[config.mk]
export PLATFORM = sky130hd
export DESIGN_NAME = router_mem_arb
export DESIGN_NICKNAME = d
export VERILOG_FILES = /design/src/rtl/router_mem_pkg.sv /design/src/rtl/rr_arbiter.sv /design/src/rtl/router_mem_arb.sv
export SDC_FILE = /design/constraint.sdc
export NUM_CORES = 1
export LEC_CHECK = 0
export CORE_AREA = 2 2 107 109
export CTS_BUF_LIST = sky130_fd_sc_hd__clkbuf_4
export CTS_CLUSTER_SIZE = 14
export DETAILED_ROUTE_END_ITERATION = 8
export DIE_AREA = 0 0 109 111
export PLACE_DENSITY = 0.85
export SYNTH_ARGS = -nofsm -noshare
export SYNTH_HDL_FRONTEND = slang
export SYNTH_SLANG_ARGS = --single-unit
export TNS_END_PERCENT = 100
[constraint.sdc]
create_clock -name clk -period 4.45 [get_ports clk]
set_input_delay 0.6675 -clock clk [delete_from_list [all_inputs] [get_ports clk]]
set_output_delay 0.6675 -clock clk [all_outputs]
set_load 0.005 [all_outputs]
[src/rtl/router_mem_pkg.sv]
// Shared defaults and helpers for the router memory arbiter.
package router_mem_pkg;

  localparam int unsigned DefNreq  = 4;
  localparam int unsigned DefDepth = 8;
  localparam int unsigned DefWidth = 32;

  // Address width for a given depth; never narrower than one bit.
  function automatic int unsigned addr_width(input int unsigned depth);
    return (depth > 1) ? $clog2(depth) : 1;
  endfunction

endpackage

[src/rtl/rr_arbiter.sv]
// Round-robin arbiter: grants the first request at or after the pointer.
// The pointer moves to one past the winner; it holds when nothing is granted.
module rr_arbiter #(
  parameter int unsigned NREQ = 4
) (
  input  logic            clk_i,
  input  logic            rst_i,
  input  logic [NREQ-1:0] req_i,
  output logic [NREQ-1:0] gnt_o
);

  localparam int unsigned PtrW = (NREQ > 1) ? $clog2(NREQ) : 1;

  logic [PtrW-1:0] ptr_q, ptr_d;
  logic [PtrW:0]   sum;
  logic [PtrW-1:0] idx;
  logic            found;

  // Circular priority search starting at ptr_q; grants are forced low in reset.
  always_comb begin
    gnt_o = '0;
    ptr_d = ptr_q;
    found = 1'b0;
    sum   = '0;
    idx   = '0;
    for (int unsigned k = 0; k < NREQ; k++) begin
      // sum < 2*NREQ, so one conditional subtract is enough to wrap.
      sum = {1'b0, ptr_q} + (PtrW+1)'(k);
      if (sum >= (PtrW+1)'(NREQ)) begin
        sum = sum - (PtrW+1)'(NREQ);
      end
      idx = sum[PtrW-1:0];
      if (!found && req_i[idx]) begin
        found      = 1'b1;
        gnt_o[idx] = 1'b1;
        ptr_d      = (idx == PtrW'(NREQ - 1)) ? '0 : idx + 1'b1;
      end
    end
    if (rst_i) begin
      gnt_o = '0;
      ptr_d = ptr_q;
    end
  end

  // Pointer state.
  always_ff @(posedge clk_i or posedge rst_i) begin
    if (rst_i) begin
      ptr_q <= '0;
    end else begin
      ptr_q <= ptr_d;
    end
  end

endmodule

[src/rtl/router_mem_arb.sv]
// Shares one write/one read memory among NREQ requesters. Write and read
// ports are arbitrated independently; read data returns one cycle after grant.
module router_mem_arb
  import router_mem_pkg::*;
#(
  parameter int unsigned NREQ  = DefNreq,
  parameter int unsigned DEPTH = DefDepth,
  parameter int unsigned WIDTH = DefWidth,
  localparam int unsigned AWIDTH = addr_width(DEPTH)
) (
  input  logic                   clk,
  input  logic                   rst,
  input  logic [NREQ-1:0]        wr_req,
  input  logic [NREQ*AWIDTH-1:0] wr_addr,
  input  logic [NREQ*WIDTH-1:0]  wr_data,
  output logic [NREQ-1:0]        wr_gnt,
  input  logic [NREQ-1:0]        rd_req,
  input  logic [NREQ*AWIDTH-1:0] rd_addr,
  output logic [NREQ-1:0]        rd_gnt,
  output logic [NREQ-1:0]        rd_vld,
  output logic [WIDTH-1:0]       rd_data,
  output logic                   mem_wr_en,
  output logic [AWIDTH-1:0]      mem_wr_addr,
  output logic [WIDTH-1:0]       mem_wr_data,
  output logic                   mem_rd_en,
  output logic [AWIDTH-1:0]      mem_rd_addr,
  input  logic [WIDTH-1:0]       mem_rd_data
);

  logic [NREQ-1:0] rd_pend_q;

  rr_arbiter #(
    .NREQ (NREQ)
  ) u_wr_arb (
    .clk_i (clk),
    .rst_i (rst),
    .req_i (wr_req),
    .gnt_o (wr_gnt)
  );

  rr_arbiter #(
    .NREQ (NREQ)
  ) u_rd_arb (
    .clk_i (clk),
    .rst_i (rst),
    .req_i (rd_req),
    .gnt_o (rd_gnt)
  );

  // Write-port mux from the one-hot winner; zeros when idle.
  always_comb begin
    mem_wr_en   = |wr_gnt;
    mem_wr_addr = '0;
    mem_wr_data = '0;
    for (int unsigned i = 0; i < NREQ; i++) begin
      if (wr_gnt[i]) begin
        mem_wr_addr = wr_addr[i*AWIDTH +: AWIDTH];
        mem_wr_data = wr_data[i*WIDTH +: WIDTH];
      end
    end
  end

  // Read-port mux from the one-hot winner; zeros when idle.
  always_comb begin
    mem_rd_en   = |rd_gnt;
    mem_rd_addr = '0;
    for (int unsigned i = 0; i < NREQ; i++) begin
      if (rd_gnt[i]) begin
        mem_rd_addr = rd_addr[i*AWIDTH +: AWIDTH];
      end
    end
  end

  // Track which requester owns the read data arriving next cycle.
  always_ff @(posedge clk or posedge rst) begin
    if (rst) begin
      rd_pend_q <= '0;
    end else begin
      rd_pend_q <= rd_gnt;
    end
  end

  assign rd_vld  = rd_pend_q;
  assign rd_data = mem_rd_data;

endmodule

# --- Word level (Yosys, flattened, before mapping) ---
# Index checks and enable logic that the tools add are counted.
classes:
  add_sub_neg: 22
  order_cmp: 24
  n_eq_ne: 8
  n_mux: 84
  bitwise_logic: 7
  n_reduce_logical: 26
op_table:
  columns: ["cell", "n"]
  rows:
  - ["32-bit two-way mux", 4]
  - ["2-bit two-way mux", 24]
  - ["4-bit two-way mux", 10]
  - ["2-bit by 3-bit < comparator with 1-bit output (second input constant)", 8]
  - ["3-bit two-way mux", 8]
  - ["4-bit OR", 6]
  - ["1-bit two-way mux", 22]
  - ["3-bit >= comparator (second input constant)", 6]
  - ["2-bit by 1-bit adder with 2-bit output (second input constant)", 8]
  - ["1-bit binary-select mux with 2-bit select", 8]
  - ["1-bit demux with 2-bit select", 8]
  - ["2-bit equality test (second input constant)", 8]
  - ["2-bit by 1-bit >= comparator with 1-bit output (second input constant)", 8]
  - ["2-bit by 1-bit subtractor with 2-bit output (second input constant)", 8]
  - ["1-bit logical AND", 14]
  - ["2-bit by 2-bit adder with 3-bit output (second input constant)", 4]
  - ["4-bit nonzero test", 2]
  - ["4-bit OR reduction", 2]
  - ["2-bit by 1-bit adder with 3-bit output (second input constant)", 2]
  - ["2-bit by 3-bit >= comparator with 1-bit output (second input constant)", 2]
  - ["1-bit logical NOT", 6]
  - ["2-bit AND reduction", 2]
  - ["1-bit NOT", 1]
totals:
  ff_bits: 8
  in_bits: 194
  out_inout_bits: 84

# --- Logic depth before layout (Yosys ltp) ---
depth:
  depth_word: 19
  ltp_mapped: 13

# --- Cells and area by module ---
# Synthesis repeated with hierarchy kept, for this count alone.
hier_totals:
  cells_unflattened: 319
  area_unflattened_um2: 2864.0
by_module_without_submodules:
  columns: ["mod", "instances", "cells_per_inst", "area_per_inst_um2", "seq_area_each_um2"]
  rows:
  - ["router_mem_arb", 1, 186, 1647.8, 100.1]
  - ["rr_arbiter at u_wr_arb", 1, 67, 615.6, 50.0]
  - ["rr_arbiter at u_rd_arb", 1, 66, 600.6, 50.0]

# --- Worst setup path before layout ---
# OpenSTA, ideal clock, no wires.
synth_timing:
  kind: "register to output"
  start: "reg u_rd_arb.ptr_q[1]"
  end: "out mem_rd_en"
  arrival_time_ps: 3141
  required_time_ps: 3783
  slack_ps: 641
  path_stages_with_launch: 10
  n_path_buf: 2
  path_cell_list: "dfrtp_1 -> clkbuf_1 -> clkinv_1 -> ha_1 -> mux4_2 -> buf_2 -> a221oi_1 -> o21ai_1 -> and2_1 -> or4_1"
synth_between:
  elab_chain_cells: 16
  word_cells_on_any_way: 61
synth_lines:
  columns: ["item", "line_no", "rtl"]
  rows:
  - ["start: declaration", "rr_arbiter.sv:14", "logic [PtrW-1:0] ptr_q, ptr_d;"]
  - ["start signal: assignment", "rr_arbiter.sv:50", "ptr_q <= ptr_d;"]
  - ["branches (longest 13 deep; another with 2-bit by 1-bit adder with 3-bit output)", null, null]
  - ["4-bit two-way mux (*)", "rr_arbiter.sv:33", "if (!found && req_i[idx]) begin"]
  - ["4-bit two-way mux (*)", "rr_arbiter.sv:39", "if (rst_i) begin"]
  - ["net rd_gnt[0]", "router_mem_arb.sv:19", "output logic [NREQ-1:0] rd_gnt,"]
  - ["4-bit OR reduction (*)", "router_mem_arb.sv:65", "mem_rd_en = |rd_gnt;"]
  - ["end: declaration", "router_mem_arb.sv:25", "output logic mem_rd_en,"]
# Mark *: on every way through the listed nets, which the timed path passes. The select of a mux whose other input is x is not followed.

# --- Final worst setup path ---
layout_timing:
  start: "reg u_rd_arb.ptr_q[1]"
  end: "out mem_rd_en"
layout_between:
  elab_chain_cells: 16
  word_cells_on_any_way: 61
layout_lines:
  columns: ["item", "line_no"]
  rows:
  - ["branches (longest 13 deep; another with 2-bit by 1-bit adder with 3-bit output)", null]
  - ["4-bit two-way mux (*)", "rr_arbiter.sv:33"]
  - ["4-bit two-way mux (*)", "rr_arbiter.sv:39"]
  - ["4-bit OR reduction (*)", "router_mem_arb.sv:65"]
# Mark *: on every way between the ends. The select of a mux whose other input is x is not followed.

==> results.toml <==
[placed_design]
dp.cells = 751
hpwl_um = 12000
dp_slack_ps = 33.6
place.gp.congestion = 0.936
port_buffers = 213

[pwr]
leakage_nw = 2.14
power_mw = 3.87
clkPwrFrac_pct = 1.5
p_comb_share_pct = 95.3
power_frac_seq_pct = 3.2
power.density_mw_per_mm2 = 670
switching_share_pct = 46.5
ir_worst_vdd_mv = 0.438
internal_power_mw = 2.07
switchingPower_mw = 1.80

[timing]
report.final.hold_viol_count = 0
fin_setup_tns_ps = 0
max_clock_freq_mhz = 234
rsz0062_at_grt = "false"
clock_skew_ps = 1.83
slew_viol_final = 0
worst_slack_ps = 180
post-route-min-period_ps = 4270
setup_viol = 0
tightest_slew_ps = 528
period_share_pct = 96.0
slew_headroom_pct = 63.8

[job]
drv_cap = 0

[synthesis]
syn_area_mm2 = 0.00356
synth_cells = 445
synth_cell_types = 63
synth_area_leader_cell = "a221oi_2"
ys_ff_latch = 8
ys_top_cells_by_area = "a221oi_2 (13%), a311oi_2 (12%), buf_4 (8.2%), dfrtp_1 (5.6%), nor2_1 (5.4%)"
synth_most_common_cell = "nor2_1"
ys_seq_area_share_pct = 5.63
syn_nets = 652
yosysWarnings = 0
netlist_top_cells_count = "nor2_1 (51), inv_1 (48), buf_4 (39), nand3_1 (38), a221oi_2 (30)"
yosys.area.top_type_share_pct = 12.7
synth-edff-count = 0
ys.flop_type = "dfrtp_1"
syn_area_per_cell_um2 = 8.00
async_reset_ff_share_pct = 100

[worst_setup_path]
end_kind = "output port"
worstPathArrival_ps = 3600
rr_startpoint = "u_rd_arb.ptr_q[1]"
crit_required_ps = 3780
crit_type = "reg -> out"
worstSetupStartpointType = "register"
crit_path_max_fanout = 9
cp-startpoint = "u_rd_arb.ptr_q[1]"

[worst_hold_path]
hp-class = "reg -> reg"
hold_start = "u_rd_arb.ptr_q[1]"

[clock_tree]
h-tree-depth = 1
cts_max_path_buffers = 2
cts_root_buf = "clkbuf_4"
cts_tree = "yes"
clock_latency_ps = 260
path_clk_slew_ps = 60
cts_hold_buf = 0
cts_sinks = 8
cts_buffers = 3

[floorplan]
num_rows = 39
die_w_um = 109
die_area_mm2 = 0.0121
floorplan.initialDensity_pct = 32.1
core-area_mm2 = 0.0111
ios = 278
dieHeight_um = 111

[finish]
fin_util_pct = 52.2
area_delta_synth_final_pct = 62.4
fin_cells = 760
layout-drive-gt1-share_pct = 20.3
fillers = 1009
final_nets = 825

[routing]
finalWirelength_um = 15300
firstDrtPassIters = 5
drtIter0Drc = 387
drc = 0
num_vias = 4438
avgRoutedWirePerCell_um = 20.1
via_per_inst = 5.84
antenna_left = 0

[global_route]
grt_pass1_vias = 4357
grt_overflow = 0
grt_max_degree = 38
antenna_found_initial = 2
grtUsageTotal_pct = 24.1
grt_pass1_wl_um = 23200

[run_status]
status = "completed"
power groups by stage:
stage	registers, mW	clock network, mW	logic, mW
2_1_floorplan	0.130	0	2.14
3_3_place_gp	0.123	0	3.50
3_5_place_dp	0.121	0	3.59
4_1_cts	0.122	0.0602	3.60
5_1_grt	0.127	0.0656	3.95
6_report	0.123	0.0591	3.69
worst max-delay path, cell delays in order, from the launching register on:
cell,delay [ps]
dfrtp_1,360
clkinv_2,170
ha_4,340
mux4_2,590
buf_4,190
a21oi_1,180
o211a_1,200
and3_1,240
nor2_1,90
or4_1,510
clkdlybuf4s50_1,470
path summary, 6_finish.rpt:
check	end	slack, ps	cells past startpoint
min	u_rd_arb.ptr_q[1]	680	2
max	mem_rd_en	180	10
min in group asynchronous	u_wr_arb.ptr_q[0]	1150	4
max in group asynchronous	rd_vld[1]	3120	4
max reg2reg	rd_vld[1]	1790	7
min reg2reg	u_rd_arb.ptr_q[1]	680	2
metal layers:
layer	global-route usage (%)	wire (um)
met5	0	12
met4	10.8	732
met3	7.76	1460
met2	40.2	7320
met1	27.6	5750
cell type report:
type	count	area, um^2	area share [%]
diodes	1	2.50	0.0433
clock buffers	3	22.5	0.390
inverters	51	195	3.38
multi-input cells	311	2730	47.2
flip-flops and latches	8	200	3.46
well taps	143	179	3.10
repair buffers	243	2450	42.5
registers in the layout (all words and copies together) (netlist names):
| register | count |
|---|---|
| rd_vld | 4 |
| u_wr_arb.ptr_q | 2 |
| u_rd_arb.ptr_q | 2 |
logic make-up (layout without fill, tap and decap cells):
| group | after synthesis | in the layout | synth area share (%) |
|---|---|---|---|
| flops | 8 | 8 | 5.63 |
| other cells | 0 | 1 | 0 |
| mux | 16 | 17 | 6.79 |
| simple gates | 138 | 138 | 18.8 |
| compound gates | 142 | 143 | 44.0 |
| buf+inv | 128 | 297 | 20.1 |
| fa+ha+maj | 13 | 13 | 4.57 |
cell usage in the layout (no fill, tap or decap), drive strengths merged, types with 2 or more instances in the layout:
master and instances:
nand2b 2, a311oi 38, nor3 8, or4 3
nand3b 2, dlymetal6s2s 4, clkbuf 3, mux2 5
mux2i 6, o32a 2, ha 13, a32o 2
o41ai 2, inv 50, nor3b 3, a221oi 39
clkdlybuf4s50 209, o21ai 19, and3b 2, a21oi 9
a31oi 2, dfrtp 8, o211ai 4, buf 30
nand2 16, nor2 51, nor2b 4, a41oi 5
or3b 3, and2 4, nand3 38, mux4 6
a2111oi 2, a211oi 6
stage by stage:
step                hold WS (ps)  instance area, um^2
floorplan                    714                 3560
global placement             664                 5640
detailed placement           673                 5640
CTS                          663                 5660
global route                 741                 5780
finish                       683                 5780
what timing repair did:
action | 4_1_cts | 5_1_grt
setup endpoints to repair | 3 | 38
buffers inserted | 0 | 3
resized for setup | 1 | 10
pin swaps | 0 | 1
cloned | 0 | 2
Note: power is estimated with default switching activity, not from simulation.
